File: config.mk
export PLATFORM = sky130hd
export DESIGN_NAME = instr_fetch
export DESIGN_NICKNAME = d
export VERILOG_FILES = /design/src/rtl/instr_fetch.sv
export SDC_FILE = /design/constraint.sdc
export NUM_CORES = 2
export LEC_CHECK = 0
export CAP_MARGIN = 25
export CORE_MARGIN = 2
export CORE_UTILIZATION = 40
export CTS_CLUSTER_DIAMETER = 50
export DETAILED_ROUTE_END_ITERATION = 10
export GPL_ROUTABILITY_DRIVEN = 0
export PLACE_DENSITY = 0.54
export SLEW_MARGIN = 20
export SYNTH_ARGS = -nofsm -noshare
export SYNTH_HDL_FRONTEND = slang
export SYNTH_MEMORY_MAX_BITS = 65536
export SYNTH_SLANG_ARGS = --single-unit
File: constraint.sdc
create_clock -name clk -period 5.1 [get_ports clk]
set_clock_uncertainty 0.15 [all_clocks]
set_input_delay 1.02 -clock clk [delete_from_list [all_inputs] [get_ports clk]]
set_output_delay 1.02 -clock clk [all_outputs]
set_load 0.02 [all_outputs]
File: src/rtl/instr_fetch.sv
// Fetch stage: instruction memory plus registered instruction/PC/valid toward decode.
// Tracks IDLE/RUN/DONE, suppresses wrong-path words, detects halt, counts run cycles.
module instr_fetch #(
  parameter int                   PC_W    = 9,
  parameter int                   INSTR_W = 9,
  parameter logic [INSTR_W-1:0]   HALT_OP = 9'h1FF,
  parameter int                   CNT_W   = 16
) (
  input  logic               clk,
  input  logic               reset,
  input  logic               start,
  input  logic [PC_W-1:0]    pc,
  input  logic               flush,
  input  logic               ld_en,
  input  logic [PC_W-1:0]    ld_addr,
  input  logic [INSTR_W-1:0] ld_data,
  output logic [INSTR_W-1:0] instr,
  output logic [PC_W-1:0]    instr_pc,
  output logic               instr_valid,
  output logic               done,
  output logic               busy,
  output logic [CNT_W-1:0]   cycle_count
);

  typedef enum logic [1:0] {
    IDLE = 2'd0,
    RUN  = 2'd1,
    DONE = 2'd2
  } state_t;

  localparam logic [CNT_W-1:0] CNT_ONE = {{(CNT_W-1){1'b0}}, 1'b1};
  localparam logic [CNT_W-1:0] CNT_MAX = {CNT_W{1'b1}};

  logic [INSTR_W-1:0] mem [0:(2**PC_W)-1];
  state_t             state_r;
  state_t             next_state_s;
  logic               halt_seen_s;
  logic               busy_s;

  // A halt only counts once it has been presented as a valid instruction.
  assign halt_seen_s = instr_valid && (instr == HALT_OP);

  // Loader write port; locked out while running so the program cannot change under fetch.
  always_ff @(posedge clk) begin
    if (ld_en && (state_r != RUN)) begin
      mem[ld_addr] <= ld_data;
    end
  end

  // State register.
  always_ff @(posedge clk) begin
    if (reset) begin
      state_r <= IDLE;
    end else begin
      state_r <= next_state_s;
    end
  end

  // Next-state logic; start outranks halt so a restart in RUN stays in RUN.
  always_comb begin
    next_state_s = state_r;
    case (state_r)
      IDLE: begin
        if (start) next_state_s = RUN;
        else       next_state_s = IDLE;
      end
      RUN: begin
        if (start)            next_state_s = RUN;
        else if (halt_seen_s) next_state_s = DONE;
        else                  next_state_s = RUN;
      end
      DONE: begin
        if (start) next_state_s = RUN;
        else       next_state_s = DONE;
      end
      default: next_state_s = IDLE;
    endcase
  end

  // State-decoded outputs.
  always_comb begin
    busy_s = 1'b0;
    if (state_r == RUN) busy_s = 1'b1;
    else                busy_s = 1'b0;
  end

  assign busy = busy_s;

  // Fetch register: the word is always captured in RUN, validity decides if decode uses it.
  always_ff @(posedge clk) begin
    if (reset) begin
      instr       <= {INSTR_W{1'b0}};
      instr_pc    <= {PC_W{1'b0}};
      instr_valid <= 1'b0;
    end else if (state_r == RUN) begin
      instr       <= mem[pc];
      instr_pc    <= pc;
      instr_valid <= !(start || flush || halt_seen_s);
    end else begin
      instr_valid <= 1'b0;
    end
  end

  // Done flag and saturating run-length counter.
  always_ff @(posedge clk) begin
    if (reset) begin
      done        <= 1'b0;
      cycle_count <= {CNT_W{1'b0}};
    end else if (start) begin
      done        <= 1'b0;
      cycle_count <= {CNT_W{1'b0}};
    end else if (state_r == RUN) begin
      if (halt_seen_s) done <= 1'b1;
      else             done <= done;
      if (cycle_count != CNT_MAX) cycle_count <= cycle_count + CNT_ONE;
      else                        cycle_count <= cycle_count;
    end else begin
      done        <= done;
      cycle_count <= cycle_count;
    end
  end

endmodule

=== After elaboration in Yosys (flattened, before gate mapping) ===
Memory sizes are Yosys's and may differ from the RTL's. A register that Yosys moved wholly into a read port is not among the register bits.
Index checks and enable logic that the tools add are counted.

* Register bits after elaboration: 29
* RAM bits: 4608
* Word-level logic and storage cells: 31
* Memories kept: 1
* Bits of input ports: 32
* Output and inout port bits: 37

{| class="wikitable"
|+ Memory list
! memory !! depth !! bits a word !! read ports !! clocked after Yosys merged registers in !! wr ports !! line !! RTL
|-
| mem || 512 || 9 || 1 || 1 || 1 || 34 || <nowiki>logic [INSTR_W-1:0] mem [0:(2**PC_W)-1];</nowiki>
|}

* Bitwise gates (word level): 1
* Add/subtract/negate cells: 1
* Equal/unequal tests: 5
* Muxes and demuxes: 8
* Reduce and logical (&&, ||, !) cells: 10

{| class="wikitable"
|+ Operator list
! cell !! count
|-
| 16-bit by 1-bit adder with 16-bit output, second input constant || 1
|-
| 16-bit inequality test, second input constant || 1
|-
| 9-bit equality test, second input constant || 1
|-
| 2-bit two-way mux || 3
|-
| 2-bit one-hot mux with 3 select lines || 1
|-
| 1-bit two-way mux || 4
|-
| 2-bit AND reduction || 2
|-
| 2-bit OR reduction || 2
|-
| 2-bit by 1-bit equality test with 1-bit output, second input constant || 1
|-
| 2-bit equality test, second input constant || 1
|-
| 1-bit logical AND || 2
|-
| 2-bit logical NOT || 1
|-
| 1-bit logical OR || 2
|-
| 2-bit by 1-bit inequality test with 1-bit output, second input constant || 1
|-
| 1-bit logical NOT || 1
|-
| 1-bit NOT || 1
|}

=== Longest topological paths before layout ===
* Word-level depth: 5
* Depth in mapped cells: 15
* Depth with buffers taken out: 8

=== Worst setup path after synthesis ===
Ideal clock, no wire load.

* Path kind: input port to flip-flop
* Start point: in pc[0]
* End point: reg instr[6], read port of mem
* Stages on the path: 11
* Slack: 1.228 ns
* Data arrival time: 3.591 ns
* Buffers on the path: 5
* Library setup time: 0.131 ns
* Data required time: 4.819 ns
* Path through: buf_6 -> buf_8 -> buf_6 -> buf_6 -> buf_2 -> mux4_2 -> nand3_1 -> o2111ai_1 -> or4b_2 -> a32oi_1 -> o211ai_1

{| class="wikitable"
|+ RTL lines
! element !! line !! RTL
|-
| start: declaration || 12 || <nowiki>input logic [PC_W-1:0] pc,</nowiki>
|-
| end: declaration || 17 || <nowiki>output logic [INSTR_W-1:0] instr,</nowiki>
|}

==> impl_results.md <==
* # setup viols final at 0
* Syn Inst Count at 8415
* Fillers at 36800
* HP Start: pc[5]
* Mean Syn Cell Area at 21.4 sq um
* Hold WC Path Type: in -> reg
* Clk pin slew, worst setup/hold paths at ~0.060 ns
* Layout Nets at 9592
* Area after DPL at between 0.15 and 0.2 sq mm
* Clk root buf: clkbuf_16
* Postcts setup bufs at 0
* Sink Count at roughly 4600
* Critical path type: in -> reg
* Pwr/cell area at 394 mW/mm^2
* Commonest cells after routing, fill and taps aside: 4608 x edfxtp_1, 1105 x mux4_2, 946 x buf_4
* RR Startpoint: state_r[1]
* Die H at 675 microns
* Achievable frequency at 235 MHz
* Fraction of registers with async set/reset at 0
* Seq/Total Area, Yosys at 0.773
* Routed WL at 555000 microns
* Period utilisation layout at 0.833
* Antenna viol nets, final at 0
* Post-Syn Area at roughly 0.18 sq mm
* CTS tree: done
* Worst Setup SP: pc[2]
* Row Count at around 250
* Yosys reg bits at 4646
* Clock Path Buffers at 4
* Max-Cap Viols at 0
* WHS at 0.194 ns
* Vias in the first global route at 94700
* Total die area at 0.455 sq mm
* Post-synthesis cell type count at 77
* Synth Flop Type: edfxtp_1
* RSZ-0062 raised after global routing: false
* Setup crit start kind: primary input
* GRT Total Usage at 0.242
* H-tree levels at 6
* 1st-pass router iterations at 6
* Ports at 69
* Global-route wire length before repair at 768000 microns
* PortBufs at 68
* Die Width at 675 microns
* Initial antenna violation count at 45
* Slew margin rel. at 0.131
* Clk_lat worst skew at just over 1 ns
* Max-slew violation count at 0
* Largest net degree at the start of global routing at between 150 and 200
* Post-CTS Hold Buffers at 0
* Vias at 93800
* Crit path DAT at 5.06 ns
* Grt ovf at 0
* Layout cell share with drive strength beyond 1 at 0.303
* Fin area at 0.212 sq mm
* Via density at 5.89
* WL/cell at 34.8 microns
* Ys Warns at 0
* Crit Path Max Fanout at 19
* Commonest non-fill, non-tap cell in the layout: edfxtp_1
* Starting density of the core at 0.401
* Synth-to-layout area growth at 17.8%
* VDD IR max at between 0.3 and 0.4 mV
* Worst path required time at 5.91 ns
* Syn Nets at 8448
* 1st-iter DRT viols at ~12000
* Remaining DRCs at 0
* Final Hold Vio Count at 0
* Outcome: completed
* Min cycle time layout at 4.25 ns
* Leak Pwr at 67.8 nW
* Core area at around 0.45 sq mm
* Critical path capture point type: register
* Number of synthesized flops with an enable pin at 4608
* Resize count post-CTS at 0
* TritonCTS Buffers at 524
* Post-DP HPWL at 361000 microns
* Slew @ Worst Pin at 1.30 ns
## critical path, cell delays in order
cell and delay [ns]:
buf_8 0.27, buf_4 0.25, nand2b_4 0.32, buf_4 0.30, o221ai_1 0.47, o21ai_0 0.18
a211oi_1 0.69, a211oi_1 0.21, nor4_1 0.87, buf_4 0.26, a311o_1 0.11
## per-stage QoR
step,std cells,worst slack [ns],TNS (ns),util,power [W]
after floorplan,8415,1.23,0,-,0.0448
after global placement,15000,-0.449,-0.922,0.434,0.0472
after detailed placement,15000,-0.0854,-0.0854,0.435,0.0473
after CTS,15900,0.942,0,0.472,0.0841
after global routing,15900,0.931,0,0.473,0.0856
final,15900,0.854,0,0.473,0.0836
## final cells by class
type                            instances  area, sq um  area share
Inverter                               11         66.3    0.000313
Antenna cell                           17         42.5    0.000201
Clock inverter                        297         3070      0.0145
Clock buffer                          639        13800      0.0650
Tap cell                             5952         7450      0.0351
Sequential cell                      4646       139000       0.656
Multi-Input combinational cell       3247        38300       0.181
Timing Repair Buffer                 1129        10100      0.0475
## cells in the mapped netlist, drive strengths merged, types with 20 or more instances
cell type     n  share of area
mux2         36         0.0023
nand2       268         0.0056
nor2b        27        0.00094
a22oi        77         0.0032
clkbuf      227         0.0047
o22ai        94         0.0033
o21ai        56         0.0016
a21oi       117         0.0033
nor2        589          0.012
nand4        21        0.00073
mux4       1105           0.14
and3         20        0.00070
dfxtp        38         0.0042
nor3         47         0.0013
a221oi       25         0.0012
edfxtp     4608           0.77
buf         284          0.010
and2         23        0.00080
o221ai      100         0.0049
nand3        64         0.0018
mux2i       327          0.018
## kinds of logic after synthesis
kind of cell,synth area share
AO/OA/AOI/OAI,0.0254
XOR/XNOR,0.000487
adder cells (fa/ha/maj),0.0000695
buffers and inverters,0.0152
flip-flops,0.773
multiplexers,0.159
AND/OR/NAND/NOR,0.0267
## final timing paths
kind	end	slack, ns	cells past startpoint
setup / recovery	instr[8]	0.85	11
hold / removal	instr_pc[5]	0.19	3
setup reg to reg	mem[511][2]	1.21	7
hold reg to reg	instr_pc[3]	0.32	2
## metal layers
layer / vias to the layer above / part of all wire / GRT usage
met3: 941 / 0.083 / 0.0425
met4: 14 / 0.041 / 0.0866
li1: 37700 / - / -
met2: 4435 / 0.48 / 0.390
met1: 50700 / 0.40 / 0.331
met5: - / 0.00017 / 0
## registers in the layout, indices dropped and copies added (netlist names)
| register | cells |
|---|---|
| instr | 9 |
| state_r | 2 |
| instr_valid | 1 |
| mem | 4608 |
| done | 1 |
| cycle_count | 16 |
| instr_pc | 9 |
## where the power goes
group          switching [W]  internal [W]  total [W]
clock                 0.0156        0.0215     0.0371
sequential         0.0000345        0.0420     0.0420
combinational        0.00296       0.00152    0.00447
total                 0.0185        0.0650     0.0836
Power figures use the tool's default switching activity.
